[src/rtl/mem_arb_pkg.sv]
// Shared types and constants for the single-port memory arbiter between the
// instruction-fetch and data ports.
package mem_arb_pkg;

  typedef enum logic [1:0] {
    IDLE   = 2'd0,
    ACCESS = 2'd1,
    DONE   = 2'd2
  } state_t;

  typedef enum logic {
    SEL_I = 1'b0,
    SEL_D = 1'b1
  } sel_t;

  // Byte-lane enables: bit 0 drives the high (even) byte, bit 1 the low (odd) byte.
  localparam logic [1:0] WE_NONE = 2'b00;
  localparam logic [1:0] WE_EVEN = 2'b01;
  localparam logic [1:0] WE_ODD  = 2'b10;
  localparam logic [1:0] WE_WORD = 2'b11;

endpackage

[src/rtl/mem_arbiter16.sv]
// Arbitrates one single-port 16-bit memory between instruction and data ports,
// sequencing fixed-latency reads and single-cycle writes with a one-cycle ack.
module mem_arbiter16
  import mem_arb_pkg::*;
#(
  parameter int WAIT_CYCLES    = 2,
  parameter int MAX_DATA_BURST = 4
) (
  input  logic        clk,
  input  logic        rst,
  input  logic        i_req,
  input  logic [15:0] i_addr,
  output logic [15:0] i_rdata,
  output logic        i_ack,
  input  logic        d_req,
  input  logic [1:0]  d_we,
  input  logic [15:0] d_addr,
  input  logic [15:0] d_wdata,
  output logic [15:0] d_rdata,
  output logic        d_ack,
  output logic [15:0] m_addr,
  output logic        m_oe,
  output logic [1:0]  m_we,
  output logic [15:0] m_dout,
  input  logic [15:0] m_din,
  output state_t      dbg_state
);

  localparam int WCW = (WAIT_CYCLES > 1) ? $clog2(WAIT_CYCLES) : 1;
  localparam int SCW = $clog2(MAX_DATA_BURST + 1);
  localparam logic [WCW-1:0] WAIT_LAST  = WCW'(WAIT_CYCLES - 1);
  localparam logic [SCW-1:0] STREAK_MAX = SCW'(MAX_DATA_BURST);

  state_t         state;
  sel_t           sel;
  logic [WCW-1:0] wait_cnt;
  logic [SCW-1:0] streak;

  logic force_i;
  logic grant_d;
  logic grant_i;

  // Data wins unless it has used up its burst allowance while fetch is waiting.
  always_comb begin
    force_i = (streak == STREAK_MAX) && i_req;
    grant_d = d_req && !force_i;
    grant_i = i_req && !grant_d;
  end

  assign dbg_state = state;

  always_ff @(posedge clk or negedge rst) begin
    if (!rst) begin
      state    <= IDLE;
      sel      <= SEL_I;
      wait_cnt <= '0;
      streak   <= '0;
      m_addr   <= '0;
      m_dout   <= '0;
      m_oe     <= 1'b0;
      m_we     <= WE_NONE;
      i_rdata  <= '0;
      d_rdata  <= '0;
      i_ack    <= 1'b0;
      d_ack    <= 1'b0;
    end else begin
      i_ack <= 1'b0;
      d_ack <= 1'b0;
      case (state)
        IDLE: begin
          wait_cnt <= '0;
          if (grant_d) begin
            sel    <= SEL_D;
            m_addr <= d_addr;
            m_we   <= d_we;
            m_oe   <= (d_we == WE_NONE);
            m_dout <= (d_we == WE_NONE) ? 16'h0000 : d_wdata;
            if (streak != STREAK_MAX) streak <= streak + 1'b1;
            state  <= ACCESS;
          end else if (grant_i) begin
            sel    <= SEL_I;
            m_addr <= i_addr;
            m_we   <= WE_NONE;
            m_oe   <= 1'b1;
            m_dout <= 16'h0000;
            streak <= '0;
            state  <= ACCESS;
          end else if (!d_req) begin
            streak <= '0;
          end
        end

        ACCESS: begin
          // m_oe is only set for reads, so it doubles as the read/write flag.
          if (m_oe) begin
            if (wait_cnt == WAIT_LAST) begin
              m_oe <= 1'b0;
              if (sel == SEL_I) begin
                i_rdata <= m_din;
                i_ack   <= 1'b1;
              end else begin
                d_rdata <= m_din;
                d_ack   <= 1'b1;
              end
              state <= DONE;
            end else begin
              wait_cnt <= wait_cnt + 1'b1;
            end
          end else begin
            m_we  <= WE_NONE;
            d_ack <= 1'b1;
            state <= DONE;
          end
        end

        DONE: begin
          state <= IDLE;
        end

        default: begin
          state <= IDLE;
          m_oe  <= 1'b0;
          m_we  <= WE_NONE;
        end
      endcase
    end
  end

endmodule

[config.mk]
export PLATFORM = sky130hd
export DESIGN_NAME = mem_arbiter16
export DESIGN_NICKNAME = d
export VERILOG_FILES = /design/src/rtl/mem_arb_pkg.sv /design/src/rtl/mem_arbiter16.sv
export SDC_FILE = /design/constraint.sdc
export NUM_CORES = 1
export LEC_CHECK = 0
export BUFFER_PORTS_ARGS = -buffer_cell sky130_fd_sc_hd__buf_2
export CAP_MARGIN = 20
export CELL_PAD_IN_SITES_DETAIL_PLACEMENT = 1
export CELL_PAD_IN_SITES_GLOBAL_PLACEMENT = 1
export CORE_UTILIZATION = 36
export CTS_CLUSTER_SIZE = 40
export DETAILED_ROUTE_END_ITERATION = 16
export PLACE_DENSITY_LB_ADDON = 0.08
export REMOVE_ABC_BUFFERS = 1
export SYNTH_ARGS = -nofsm -noshare
export SYNTH_HDL_FRONTEND = slang
export SYNTH_SLANG_ARGS = --single-unit
[constraint.sdc]
create_clock -name clk -period 2.27 [get_ports clk]
set_input_delay 0.5675 -clock clk [delete_from_list [all_inputs] [get_ports clk]]
set_output_delay 0.5675 -clock clk [all_outputs]
set_load 0.02 [all_outputs]
Word level (Yosys, flattened, before mapping):

Index checks and enable logic that the tools add are counted.

* word-level logic and storage cells: 79
* flip-flop bits (word level): 76
* output and inout port bits: 71

* bitwise operators: 2
* add/sub/neg operators: 2
* multiplexer cells: 36
* equal/unequal tests: 10
* reductions and logical operators: 17

Operators with widths (count)
* $mux W16: 5
* $mux W1: 16
* $mux W2: 7
* $mux W3: 4
* $ne A3 B3 Y1 const B: 3
* $reduce_and A2 Y1: 4
* $reduce_and A4 Y1: 2
* $pmux W2 S3: 1
* $reduce_and A3 Y1: 2
* $logic_not A2 Y1: 2
* $ne A2 B2 Y1 const B: 2
* $pmux W2 S2: 1
* $reduce_bool A2 Y1: 2
* $add A3 B1 Y3 const B: 1
* $eq A3 B3 Y1 const B: 1
* $logic_and A1 B1 Y1: 3
* $ne A3 B1 Y1 const B: 1
* $pmux W1 S3: 1
* $eq A2 B1 Y1 const B: 1
* $eq A2 B2 Y1 const B: 1
* $logic_not A1 Y1: 2
* $ne A2 B1 Y1 const B: 1
* $not A1 Y1: 2
* $pmux W1 S2: 1
* $add A1 B1 Y1 const B: 1

Logic depth before layout (Yosys ltp):

* word-level depth: 9
* depth in mapped cells: 7
* depth with buffers taken out: 5

Least setup slack after synthesis:

OpenSTA, ideal clock, no wires.

* path kind: reg2reg
* from: reg state[1], in the netlist dbg_state[1]
* to: reg i_rdata[10]
* data required time: 2145 ps
* setup slack: 480 ps
* cell stages (with the launch flop): 5
* period minus slack after synthesis: 1790 ps
* arrival time: 1665 ps
* buffers on the path: 1
* path through: dfrtp_1 > nand2b_2 > nor3_2 > buf_6 > mux2_2

* word-level cells in the longest chain between the ends: 2

Ends and longest elaborated chain
* from (decl): line mem_arbiter16.sv:34 `state_t state;`
* from (signal assigned): line mem_arbiter16.sv:54 `state <= IDLE;`
* from (signal assigned): line mem_arbiter16.sv:79 `state <= ACCESS;`
* from (signal assigned): line mem_arbiter16.sv:87 `state <= ACCESS;`
* $eq A2 B1 Y1: line mem_arbiter16.sv:69 `case (state)`
* $reduce_and A4 Y1 (no line)
* to (signal assigned): line mem_arbiter16.sv:99 `i_rdata <= m_din;`
* to (decl): line mem_arbiter16.sv:13 `output logic [15:0] i_rdata,`

No other way between the ends.
A chain may end at the register's enable or synchronous reset.

Worst setup path in the final report:

* from: reg state[0], in the netlist dbg_state[0]
* to: reg m_addr[9]

* word-level cells in the longest chain between the ends: 2

Ends and longest elaborated chain
* $logic_not A2 Y1: line mem_arbiter16.sv:69
* $reduce_and A2 Y1 (no line)
* to (signal assigned): line mem_arbiter16.sv:74 `m_addr <= d_addr;`
* to (signal assigned): line mem_arbiter16.sv:82 `m_addr <= i_addr;`
* to (decl): line mem_arbiter16.sv:21 `output logic [15:0] m_addr,`

No other way between the ends.

==> reports/metrics.cfg <==
[routing]
dr_total_vias = 2703
antenna_left = 0
viasPerCell = 5.15
first_iter_violations = 71
detail_route.drc_violations = 0
routedWlPerCell_um = 16.8
totalWireLength_mm = 8.84
first_pass_iters = 4

[floorplanning]
core_area_um2 = 8720
row_count = 34
initial_core_util_pct = 37.3
io_pins = 141
die-area_um2 = 9410
die_w_um = 97.0
die_h_um = 97.0

[synth]
synth_cell_types = 34
synthTopCellsByArea = dfrtp_1 (59%), mux2_2 (7.6%), nand3_1 (5.2%), mux2_4 (4.6%), o2bb2ai_1 (4.6%)
synth_top_area_share_pct = 58.5
synthesis.area_um2 = 3250
synth_edf_count = 0
yosys_warnings = 0
synth_commonest_cells = dfrtp_1 (76), nand3_1 (34), mux2_2 (22)
synth_most_common_cell = dfrtp_1
netlist_instances = 269
synth-seq-area-share_pct = 58.5
synth_seq_cells = 76
synth_area_leader_cell = dfrtp_1
synth_ff_type = dfrtp_1
syn_avg_cell_area_um2 = 12.1
async_reset_ff_share_pct = 100

[setup_path]
crit_path_cell_trace = nor2_4 > and2_1 > a31oi_1
endpoint_kind = flop
slowest_delay_ns = 0.63
cp_top_family = simple AND/OR/NAND/NOR gates
cp-start-kind = flop
crit_required_ns = 2.46
crit_buf_inv = 0
worstPathArrival_ns = 2.00
crit_type = reg2reg
slowest_stage = and2_1
crit_path_max_fanout = 17

[job]
max-cap-violations = 0

[cts]
cts_tree = built
clk_path_buf_depth = 2
clock-sinks = 76
root_buffer = clkbuf_8
clkSlewWorstSetupHoldPaths_ns = 0.09
postCtsResizedCells = 0
post_cts_buffers = 0
cts_made_buffers = 9
ctsHoldBuffers = 0
insertion_delay_ns = 0.35
cts-htree-levels = 3

[global_route]
grt_max_degree = 38
antenna_found_initial = 0
grt_pass1_wl_mm = 14.6
grt_pass1_vias = 2763
grt_overflow = 0
grt_use_total_pct = 19.6

[placement]
place_ws_ns = 0.443
dp_hpwl_mm = 6.32
portBuffers = 140
gp_congestion = 0.731

[power]
vdd.ir_drop.worst_uv = 564
p_leak_nw = 2.16
power_density_nw_per_um2 = 1450

[cells_and_area]
n_fill_cell = 1014
final-seq-area_um2 = 1900
layout-drive-gt1-share_pct = 49.2
nNetsFinal = 484
final_util_pct = 49.4
antenna_cells = 0
area_growth_syn_to_layout_pct = 32.5
multiInputGateArea_um2 = 1240

[sta]
slew_violations = 0
period_needed_ns = 1.80
fin_crit_sh_pct = 79.4
setup_tns_ns = 0
hold_viol_final = 0
tightest_slew_ns = 0.676
setup_viol = 0
hold_ws_ns = 0.169
clock_skew_ns = 0.0102
fmax_mhz = 554
rsz0062_at_grt = no
slew_headroom_pct = 55.0
layout_setup_ws_ns = 0.467

[min_path]
holdCritPathClass = in2async

[outcome]
status = finished clean

-- area by class of cell --
class	count	share of cell area [%]
Sequential cell	76	44.1
Timing Repair Buffer	153	18.6
Clock buffer	10	2.96
Clock inverter	6	2.03
Multi-Input combinational cell	167	28.7
Tap cell	108	3.14
Inverter	5	0.436
-- cell families after synthesis --
group / after synthesis / synth area share, %
flops: 76 / 58.5
compound gates: 81 / 16.3
buf+inv: 26 / 3.69
mux: 32 / 12.2
simple gates: 52 / 8.47
fa+ha+maj: 2 / 0.770
-- worst reg2reg max path, stage by stage (launching register included) --
cell	delay, ns
dfrtp_1	0.49
nor2_4	0.35
and2_1	0.63
a31oi_1	0.18
-- per-stage QoR --
stage	cell area, um^2	std cells	total power, mW
4_1_cts	4310	525	6.35
3_3_place_gp	4090	509	5.12
5_1_grt	4310	525	6.66
2_1_floorplan	3150	248	4.09
6_report	4310	525	6.27
3_5_place_dp	4090	509	5.19
-- power breakdown --
group / internal (mW) / leakage [nW] / switching [mW]
clock: 0.622 / 0.111 / 0.514
combinational: 1.11 / 1.10 / 1.67
sequential: 1.98 / 0.941 / 0.383
-- state kept, by name (all words and copies together), names as in the netlist --
| name | cells |
|---|---|
| d_ack | 1 |
| d_rdata | 16 |
| dbg_state | 2 |
| i_ack | 1 |
| i_rdata | 16 |
| m_addr | 16 |
| m_dout | 16 |
| m_oe | 1 |
| m_we | 2 |
| sel | 1 |
| streak | 3 |
| wait_cnt | 1 |
-- cells in the final DEF, fill, tap and decap left out --
cell	instances
a211oi_1	1
a21boi_0	1
a21oi_1	21
a22o_1	2
a31oi_1	16
a32o_1	2
a41o_1	2
and2_1	2
and3_1	1
buf_2	139
buf_4	14
bufinv_16	2
clkbuf_1	1
clkbuf_8	9
clkinv_2	2
clkinv_4	1
dfrtp_1	76
ha_1	2
inv_1	5
inv_6	1
mux2_2	22
mux2_4	10
nand2_1	3
nand2b_1	1
nand2b_2	1
nand3_1	34
nand3b_1	1
nand4b_1	1
nor2_1	3
nor2_4	1
nor2b_1	1
nor3_2	1
o211ai_1	1
o21ai_0	16
o21ba_2	1
o22ai_1	1
o2bb2ai_1	17
or2_2	1
or3_1	1
-- metal layers --
metal	wire length (um)	share of wire (%)	vias to the layer above	track usage (%)
met4	168	1.9	0	8.50
met3	415	4.7	11	4.34
li1	-	-	1279	-
met1	4040	46	1335	25.8
met5	0	0	-	0
met2	4220	48	78	31.0
-- path summary, 6_finish.rpt --
check / slack [ns] / start / cells after the start / endpoint
setup / recovery: 0.47 / dbg_state[0] / 3 / m_addr[9]
hold / removal: 0.17 / rst / 1 / i_ack
setup reg to reg: 0.47 / dbg_state[0] / 3 / m_addr[9]
hold reg to reg: 0.49 / m_dout[15] / 1 / m_dout[15]
max in group asynchronous: 1.41 / rst / 2 / m_dout[8]
min in group clk: 0.45 / m_din[15] / 2 / d_rdata[15]
Note: power is estimated with default switching activity, not from simulation.
